`src/rtl/load_store_unit_if.sv`:
```
`default_nettype none
// load_store_unit_if: pipeline request/response channel plus the data-memory port of the load/store unit.
// The slave modport is the unit's view; master is the surrounding pipeline and memory.
interface load_store_unit_if;
   logic        req_valid;
   logic        req_ready;
   logic        req_we;
   logic [2:0]  req_funct3;
   logic [31:0] req_addr;
   logic [31:0] req_wdata;
   logic        resp_valid;
   logic [31:0] resp_rdata;
   logic        resp_err;
   logic        mem_read;
   logic        mem_wr;
   logic [31:0] mem_addr;
   logic [31:0] mem_wdata;
   logic [31:0] mem_rdata;

   modport slave (
      input  req_valid, req_we, req_funct3, req_addr, req_wdata, mem_rdata,
      output req_ready, resp_valid, resp_rdata, resp_err,
      output mem_read, mem_wr, mem_addr, mem_wdata
   );

   modport master (
      output req_valid, req_we, req_funct3, req_addr, req_wdata, mem_rdata,
      input  req_ready, resp_valid, resp_rdata, resp_err,
      input  mem_read, mem_wr, mem_addr, mem_wdata
   );
endinterface
`default_nettype wire

```
`src/rtl/load_store_unit.sv`:
```
`default_nettype none
// load_store_unit: RV32I byte/half/word loads and stores against a word-wide data memory.
// Sub-word stores are read-modify-write; illegal, misaligned or out-of-range requests only return resp_err.
module load_store_unit #(
   parameter int NUM_WORDS = 32
) (
   input  wire logic        clk,
   input  wire logic        n_rst,
   load_store_unit_if.slave bus
);

   typedef enum logic [2:0] {
      IDLE    = 3'd0,
      RD      = 3'd1,
      RD_WAIT = 3'd2,
      WR      = 3'd3,
      RESP    = 3'd4
   } state_t;

   localparam logic [2:0] c_F3_B  = 3'b000;
   localparam logic [2:0] c_F3_H  = 3'b001;
   localparam logic [2:0] c_F3_W  = 3'b010;
   localparam logic [2:0] c_F3_BU = 3'b100;
   localparam logic [2:0] c_F3_HU = 3'b101;

   state_t      state_q;
   logic        we_q;
   logic [2:0]  funct3_q;
   logic [1:0]  off_q;
   logic [15:0] wdata_q;
   logic        req_ready_q;
   logic        resp_valid_q;
   logic        resp_err_q;
   logic [31:0] resp_rdata_q;
   logic        mem_read_q;
   logic        mem_wr_q;
   logic [31:0] mem_addr_q;
   logic [31:0] mem_wdata_q;

   logic        legal_d;
   logic        misalign_d;
   logic        range_d;
   logic        err_d;
   logic [7:0]  byte_d;
   logic [15:0] half_d;
   logic [31:0] load_d;
   logic [31:0] merge_d;

   // Request classification, evaluated on the live request fields at acceptance.
   always_comb begin
      if (bus.req_we) begin
         legal_d = (bus.req_funct3 == c_F3_B) || (bus.req_funct3 == c_F3_H) ||
                   (bus.req_funct3 == c_F3_W);
      end else begin
         legal_d = (bus.req_funct3 == c_F3_B)  || (bus.req_funct3 == c_F3_H) ||
                   (bus.req_funct3 == c_F3_W)  || (bus.req_funct3 == c_F3_BU) ||
                   (bus.req_funct3 == c_F3_HU);
      end
      case (bus.req_funct3[1:0])
         2'b01:   misalign_d = bus.req_addr[0];
         2'b10:   misalign_d = |bus.req_addr[1:0];
         default: misalign_d = 1'b0;
      endcase
      range_d = {2'b00, bus.req_addr[31:2]} >= 32'(NUM_WORDS);
      err_d   = !legal_d || misalign_d || range_d;
   end

   // Lane extraction for loads and lane merge for sub-word stores, both from the registered read word.
   always_comb begin
      byte_d = bus.mem_rdata[{off_q, 3'b000} +: 8];
      half_d = off_q[1] ? bus.mem_rdata[31:16] : bus.mem_rdata[15:0];
      case (funct3_q)
         c_F3_B:  load_d = {{24{byte_d[7]}}, byte_d};
         c_F3_H:  load_d = {{16{half_d[15]}}, half_d};
         c_F3_BU: load_d = {24'd0, byte_d};
         c_F3_HU: load_d = {16'd0, half_d};
         default: load_d = bus.mem_rdata;
      endcase
      merge_d = bus.mem_rdata;
      if (funct3_q == c_F3_B) begin
         merge_d[{off_q, 3'b000} +: 8] = wdata_q[7:0];
      end else begin
         merge_d[{off_q[1], 4'b0000} +: 16] = wdata_q;
      end
   end

   always_ff @(posedge clk or negedge n_rst) begin
      if (!n_rst) begin
         state_q      <= IDLE;
         we_q         <= 1'b0;
         funct3_q     <= 3'd0;
         off_q        <= 2'd0;
         wdata_q      <= 16'd0;
         req_ready_q  <= 1'b1;
         resp_valid_q <= 1'b0;
         resp_err_q   <= 1'b0;
         resp_rdata_q <= 32'd0;
         mem_read_q   <= 1'b0;
         mem_wr_q     <= 1'b0;
         mem_addr_q   <= 32'd0;
         mem_wdata_q  <= 32'd0;
      end else begin
         case (state_q)
            IDLE: begin
               if (bus.req_valid && req_ready_q) begin
                  we_q        <= bus.req_we;
                  funct3_q    <= bus.req_funct3;
                  off_q       <= bus.req_addr[1:0];
                  wdata_q     <= bus.req_wdata[15:0];
                  req_ready_q <= 1'b0;
                  if (err_d) begin
                     state_q      <= RESP;
                     resp_valid_q <= 1'b1;
                     resp_err_q   <= 1'b1;
                     resp_rdata_q <= 32'd0;
                  end else begin
                     mem_addr_q <= {2'b00, bus.req_addr[31:2]};
                     if (bus.req_we && (bus.req_funct3 == c_F3_W)) begin
                        state_q     <= WR;
                        mem_wr_q    <= 1'b1;
                        mem_wdata_q <= bus.req_wdata;
                     end else begin
                        state_q    <= RD;
                        mem_read_q <= 1'b1;
                     end
                  end
               end
            end
            RD: begin
               mem_read_q <= 1'b0;
               state_q    <= RD_WAIT;
            end
            RD_WAIT: begin
               // mem_rdata is valid here: the memory registers it one cycle after mem_read.
               if (we_q) begin
                  mem_wdata_q <= merge_d;
                  mem_wr_q    <= 1'b1;
                  state_q     <= WR;
               end else begin
                  resp_rdata_q <= load_d;
                  resp_valid_q <= 1'b1;
                  resp_err_q   <= 1'b0;
                  state_q      <= RESP;
               end
            end
            WR: begin
               mem_wr_q     <= 1'b0;
               resp_valid_q <= 1'b1;
               resp_err_q   <= 1'b0;
               resp_rdata_q <= 32'd0;
               state_q      <= RESP;
            end
            RESP: begin
               resp_valid_q <= 1'b0;
               resp_err_q   <= 1'b0;
               req_ready_q  <= 1'b1;
               state_q      <= IDLE;
            end
            default: begin
               mem_read_q  <= 1'b0;
               mem_wr_q    <= 1'b0;
               req_ready_q <= 1'b1;
               state_q     <= IDLE;
            end
         endcase
      end
   end

   assign bus.req_ready  = req_ready_q;
   assign bus.resp_valid = resp_valid_q;
   assign bus.resp_err   = resp_err_q;
   assign bus.resp_rdata = resp_rdata_q;
   assign bus.mem_read   = mem_read_q;
   assign bus.mem_wr     = mem_wr_q;
   assign bus.mem_addr   = mem_addr_q;
   assign bus.mem_wdata  = mem_wdata_q;

endmodule
`default_nettype wire

```
`src/flat_wrapper.sv`:
```
// flat-port wrapper written by rule: the top's interface ports become plain ports
module load_store_unit_flat 
#(
   parameter int NUM_WORDS = 32
)
  (clk, n_rst, bus_req_valid, bus_req_we, bus_req_funct3, bus_req_addr, bus_req_wdata, bus_mem_rdata, bus_req_ready, bus_resp_valid, bus_resp_rdata, bus_resp_err, bus_mem_read, bus_mem_wr, bus_mem_addr, bus_mem_wdata);
  load_store_unit_if bus_i ();
  input  wire logic clk;
  input  wire logic n_rst;
  input wire logic [$bits(bus_i.req_valid)-1:0] bus_req_valid;
  input wire logic [$bits(bus_i.req_we)-1:0] bus_req_we;
  input wire logic [$bits(bus_i.req_funct3)-1:0] bus_req_funct3;
  input wire logic [$bits(bus_i.req_addr)-1:0] bus_req_addr;
  input wire logic [$bits(bus_i.req_wdata)-1:0] bus_req_wdata;
  input wire logic [$bits(bus_i.mem_rdata)-1:0] bus_mem_rdata;
  output wire logic [$bits(bus_i.req_ready)-1:0] bus_req_ready;
  output wire logic [$bits(bus_i.resp_valid)-1:0] bus_resp_valid;
  output wire logic [$bits(bus_i.resp_rdata)-1:0] bus_resp_rdata;
  output wire logic [$bits(bus_i.resp_err)-1:0] bus_resp_err;
  output wire logic [$bits(bus_i.mem_read)-1:0] bus_mem_read;
  output wire logic [$bits(bus_i.mem_wr)-1:0] bus_mem_wr;
  output wire logic [$bits(bus_i.mem_addr)-1:0] bus_mem_addr;
  output wire logic [$bits(bus_i.mem_wdata)-1:0] bus_mem_wdata;
  assign bus_i.req_valid = bus_req_valid;
  assign bus_i.req_we = bus_req_we;
  assign bus_i.req_funct3 = bus_req_funct3;
  assign bus_i.req_addr = bus_req_addr;
  assign bus_i.req_wdata = bus_req_wdata;
  assign bus_i.mem_rdata = bus_mem_rdata;
  assign bus_req_ready = bus_i.req_ready;
  assign bus_resp_valid = bus_i.resp_valid;
  assign bus_resp_rdata = bus_i.resp_rdata;
  assign bus_resp_err = bus_i.resp_err;
  assign bus_mem_read = bus_i.mem_read;
  assign bus_mem_wr = bus_i.mem_wr;
  assign bus_mem_addr = bus_i.mem_addr;
  assign bus_mem_wdata = bus_i.mem_wdata;
  load_store_unit #(.NUM_WORDS(NUM_WORDS)) u_core (.clk(clk), .n_rst(n_rst), .bus(bus_i));
endmodule
```
`config.mk`:
```
export PLATFORM = sky130hd
export DESIGN_NAME = load_store_unit_flat
export DESIGN_NICKNAME = d
export VERILOG_FILES = /design/src/rtl/load_store_unit_if.sv /design/src/rtl/load_store_unit.sv /design/src/flat_wrapper.sv
export SDC_FILE = /design/constraint.sdc
export NUM_CORES = 1
export LEC_CHECK = 0
export ABC_AREA = 1
export CAP_MARGIN = 20
export CORE_ASPECT_RATIO = 1.1
export CORE_UTILIZATION = 30
export CTS_BUF_LIST = sky130_fd_sc_hd__clkbuf_16
export DETAILED_ROUTE_END_ITERATION = 12
export SYNTH_ARGS = -nofsm -noshare
export SYNTH_HDL_FRONTEND = slang
export SYNTH_SLANG_ARGS = --single-unit
```
`constraint.sdc`:
```
create_clock -name clk -period 2.66 [get_ports clk]
set_input_delay 0.532 -clock clk [delete_from_list [all_inputs] [get_ports clk]]
set_output_delay 0.532 -clock clk [all_outputs]
set_load 0.005 [all_outputs]
```
Yosys cells after proc, flatten, opt, wreduce, memory -nomap -nowiden --
Cells that the tools add are included.
Cells by class: mux-type cells 38, multipliers 0, $add $sub $neg 2, bitwise logic cells 4, shift-type cells 5, equal/unequal tests 20, reductions and logical operators 30, magnitude comparators 1, divide/modulo/power cells 0
Operators with widths (number):
- $mux W32 | 8
- $pmux W32 S4 | 1
- $pmux W32 S3 | 1
- $bwmux W32 | 2
- $pmux W32 S2 | 1
- $shift A16 B7 Y32 const A | 1
- $shift A8 B7 Y32 const A | 1
- $shiftx A16 B7 Y32 | 1
- $shiftx A32 B6 Y8 | 1
- $shiftx A8 B7 Y32 | 1
- $ge A30 B6 Y1 const B | 1
- $mux W16 | 1
- $reduce_and A4 Y1 | 4
- $eq A3 B3 Y1 const B | 5
- $neg A5 Y7 | 2
- $mux W1 | 13
- $pmux W3 S4 | 1
- $reduce_and A5 Y1 | 2
- $eq A3 B1 Y1 const B | 3
- $eq A3 B2 Y1 const B | 3
- $logic_not A3 Y1 | 3
- $mux W3 | 3
- $ne A2 B1 Y1 const B | 4
- $logic_or A1 B1 Y1 | 6
- other kinds (17) | 31
Storage, ports and cells: RAM bits 0, bits in read-only memories 0, bits in latches 0, memories 0, bits of input ports 103, logic and storage cells 113, output and inout bits 101, register bits 124

Depth between registers and ports, before layout --
word-level depth 12, mapped depth 14, gate-level depth less buffers 14

Worst setup path before layout --
No wires, ideal clock.
path kind flip-flop to flip-flop, start point reg u_core.off_q[1], end point reg u_core.mem_wdata_q[28], in the netlist u_core.bus.mem_wdata[28], cell stages (with the launch flop) 15, period minus slack after synthesis 2.170 ns, setup time 0.066 ns, slack 0.490 ns, arrival time 2.104 ns, cell sequence dfrtp_1 buf_2 clkinv_1 clkbuf_1 ha_1 inv_1 clkbuf_1 nand2_1 nor2_1 nand2_1 nand3_1 nand3_1 nand2_1 nand4_1 nand2_1
On the way: longest elaborated chain between the ends 6
RTL lines:
- start: declaration | line load_store_unit.sv:29 | logic [1:0] off_q;
- start signal: assignment | line load_store_unit.sv:108 | off_q <= bus.req_addr[1:0];
- $neg A5 Y7 (on tied branches) | line load_store_unit.sv:83, load_store_unit.sv:81
- $shiftx A16 B7 Y32, or another cell as far along | line load_store_unit.sv:83 | merge_d[{off_q[1], 4'b0000} +: 16] = wdata_q;
- $bwmux W32 (on tied branches) | line load_store_unit.sv:83, load_store_unit.sv:81
- $mux W32 * | line load_store_unit.sv:80 | if (funct3_q == c_F3_B) begin
- $mux W32 * | line load_store_unit.sv:135 | if (we_q) begin
- $pmux W32 S2 * | line load_store_unit.sv:103 | case (state_q)
- end signal: assignment | line load_store_unit.sv:121 | mem_wdata_q <= bus.req_wdata;
- end signal: assignment | line load_store_unit.sv:136 | mem_wdata_q <= merge_d;
- end: declaration | line load_store_unit.sv:38 | logic [31:0] mem_wdata_q;
Every way passes the cells marked *; elsewhere a longest branch is shown, timed or not. The select of a mux whose other input is x is not followed. A chain may end at the register's enable or synchronous reset.

Worst setup path in the final report --
start point reg u_core.off_q[1], end point reg u_core.mem_wdata_q[5], in the netlist u_core.bus.mem_wdata[5]
Same word-level chain as after synthesis.

==> results.yml <==
synthesis:
  synth_top_area_share_pct: 43.1
  async_flop_share_pct: 100
  synthFlopType: "dfrtp_1"
  synth_adder_area_share_pct: 1.40
  synth_area_per_cell_um2: 7.07
  muxShareOfSynthArea_pct: 0
  synth_area_leaders: "dfrtp_1, nand2_1, nand3_1"
  synth_top_family_by_area: "simple AND/OR/NAND/NOR gates"
  synth_xor_xnor_area_share_pct: 0
  seq_area_frac_synth_pct: 43.4
  netlist_area_mm2: 0.00715
  synth_edf_count: 0
  synth_largest_area_cell: "dfrtp_1"
  yosysUniqueCellTypes: 34
  synth_warnings: 0
  synth_simple_gate_area_share_pct: 33.0
  synth_seq_cells: 124
  syn_inst: 1011
  synth_compound_area_share_pct: 12.7
routing:
  routed_wl_um: 24400
  drt_iter0_markers: 557
  ant_nets: 0
  dr_total_vias: 7403
  via_per_inst: 4.90
  avgRoutedWirePerCell_um: 16.2
  drc: 0
  dr.pass1.iters: 5
clocking:
  clkSinkCount: 124
  h-tree-depth: 4
  clk_pin_slew_ns: 0.06
  cts_tree: "built"
  cts_max_path_buffers: 2
  cts_setup_buffers: 0
  numCtsBuffers: 17
  clockRootBuffer: "clkbuf_16"
  clkLatencyLatePin_ns: 0.42
power:
  leakage_nw: 4.95
  ir_drop_mv: 0.388
  power_frac_clock_pct: 49.2
  p_int_mw: 3.27
  power.density_mw_per_mm2: 434
  pwr-share-seq_pct: 43.1
  sw_frac_of_total_pct: 25.3
  comb_power_share_pct: 7.7
  p_switching_mw: 1.11
floorplan:
  die_x_um: 149
  die_area_mm2: 0.0245
  chipHeight_um: 164
  rows: 58
  coreArea_mm2: 0.0231
  start_util_pct: 30.9
  io_pins: 204
global_route:
  grt_pass1_vias: 7085
  grt_pass1_wl_um: 38300
  gr-total-overflow: 0
  antenna_found_initial: 3
  grt_usage_pct: 20.3
  grt_max_degree: 51
critical_path:
  cp.required_ns: 3.02
  criticalPathCategory: "reg2reg"
  critPathCaptureType: "flip-flop"
  cp_top_family: "simple AND/OR/NAND/NOR gates"
  crit_fanout: 10
  reg2reg_depth: 9
  r2r-start: "u_core.off_q[1]"
  rrSetupSlack_ns: 0.39
  crit_path_cell_trace: "clkinv_1 -> ha_1 -> inv_1 -> nand4_1 -> o21ai_0 -> nand3_1 -> nand2_1 -> nand4_1 -> nand2_1"
  worst-path-buf-inv: 2
  arrival_ns: 2.63
  rr_endpoint: "u_core.bus.mem_wdata[5]"
  max_stage_delay_ns: 0.42
  cpMaxStageDelayCell: "ha_1"
  start_kind: "flip-flop"
layout:
  fillerInstances: 2351
  drive_gt1_share_pct: 8.51
  final_cell_mix: "nand2_1, clkdlybuf4s50_1, dfrtp_1, nand3_1, inv_1"
  nNetsFinal: 1309
  syn_to_final_growth_pct: 40.9
  final_common_cell: "nand2_1"
placed_design:
  hpwl_um: 18400
  finalWeightedCongestion: 0.875
  port_buffers: 201
sta:
  maxSlewViolCount: 0
  setup_viol: 0
  rsz0062_at_grt: "no"
  fin_skew_ns: 0.00902
  whs_ns: 0.472
  final-hold-violation-count: 0
  tns_ns: 0
  finalCritPeriodShare_pct: 85.3
  fmax_mhz: 441
  slew_headroom_pct: 64.7
  finalCriticalPeriod_ns: 2.27
  worstMarginPinSlew_ns: 0.528
worst_hold_path:
  min_from: "u_core.bus.mem_addr[25]"
  hold_depth: 2
  holdPathEnd: "u_core.bus.mem_addr[25]"
  hold_path_class: "reg2reg"
flow_run:
  max_cap_viol_count: 0
outcome:
  status: "finished clean"
kinds of logic after synthesis:
logic type               Yosys count
AND/OR/NAND/NOR                  555
buffers and inverters            163
AO/OA/AOI/OAI                    160
flip-flops                       124
adder cells (fa/ha/maj)            8
other                              1
Yosys cell counts, types with 3 or more instances:
cell      count
nand2_2       3
a31oi_1       4
a21oi_1      24
ha_1          8
nor2_1       44
nand3_1      89
o211ai_1     33
inv_1        75
o21ai_1      39
o21ai_0      55
dfrtp_1     123
clkbuf_1     29
buf_2        25
nand4_1      39
buf_4         6
nand2_1     365
or2_2         5
inv_2        23
through the flow:
stage / setup WS, ns / utilization (%) / std cells / cell area, um2 / total power [mW]
after detailed placement: 0.0224 / 41.1 / 1478 / 9520 / 2.26
after CTS: 0.327 / 43.5 / 1511 / 10100 / 4.42
after floorplan: 0.490 / - / 1012 / 7150 / 2.01
final: 0.390 / 43.5 / 1512 / 10100 / 4.38
after global routing: 0.131 / 43.5 / 1512 / 10100 / 4.54
after global placement: 0.0955 / 41.1 / 1478 / 9520 / 2.26
flip-flops by register name, summed over array words and instances, names as in the netlist:
register / flops
u_core.bus.req_ready: 1
u_core.bus.resp_valid: 1
u_core.wdata_q: 16
u_core.state_q: 3
u_core.off_q: 2
u_core.bus.mem_read: 1
u_core.bus.resp_err: 1
u_core.bus.resp_rdata: 32
u_core.funct3_q: 3
u_core.bus.mem_wdata: 32
u_core.bus.mem_wr: 1
u_core.bus.mem_addr: 30
u_core.we_q: 1
how the worst max path moves through the flow:
stage / startpoint / to / slack [ns] / depth (start not counted)
floorplan: u_core.off_q[1] / u_core.bus.mem_wdata[28] / 0.49 / 14
global placement: bus_req_funct3[1] / u_core.bus.mem_addr[26] / 0.1 / 12
detailed placement: bus_req_funct3[1] / u_core.bus.mem_wdata[9] / 0.02 / 14
CTS: u_core.off_q[1] / u_core.bus.mem_wdata[20] / 0.33 / 10
global route: u_core.off_q[1] / u_core.bus.mem_wdata[24] / 0.13 / 11
finish: u_core.off_q[1] / u_core.bus.mem_wdata[5] / 0.39 / 9
worst min-delay path, stage by stage, from the launching register on:
cell and delay, ns:
dfrtp_1 0.34, nand2_1 0.06, inv_2 0.04
layout make-up:
type	count	area (um2)	area share [%]
multi-input cells	725	3380	33.6
diodes	1	2.50	0.0248
clock inverters	15	114	1.13
inverters	100	375	3.73
clock buffers	17	425	4.22
well taps	300	375	3.73
repair buffers	230	2290	22.8
flip-flops and latches	124	3110	30.8
repair_timing:
action,in CTS,in global routing
hold buffers,1,0
endpoints found under the setup margin,0,1
resized for setup,0,1
endpoints found under the hold margin,14,0
layer usage:
metal	wire length, um	vias to the layer above	GRT usage, %	part of all wire (%)
li1	-	3663	-	-
met1	10700	3443	26.1	44
met2	11600	259	33.6	47
met3	1600	34	4.31	6.5
met4	545	4	7.19	2.2
met5	27	-	0	0.11
power by group through the flow:
stage / combinational [mW] / clock (mW) / sequential [mW]
3_5_place_dp: 0.337 / 0 / 1.92
4_1_cts: 0.341 / 2.20 / 1.89
5_1_grt: 0.371 / 2.28 / 1.89
2_1_floorplan: 0.0845 / 0 / 1.92
3_3_place_gp: 0.335 / 0 / 1.92
6_report: 0.336 / 2.15 / 1.89
(Power assumes the default switching activity.)
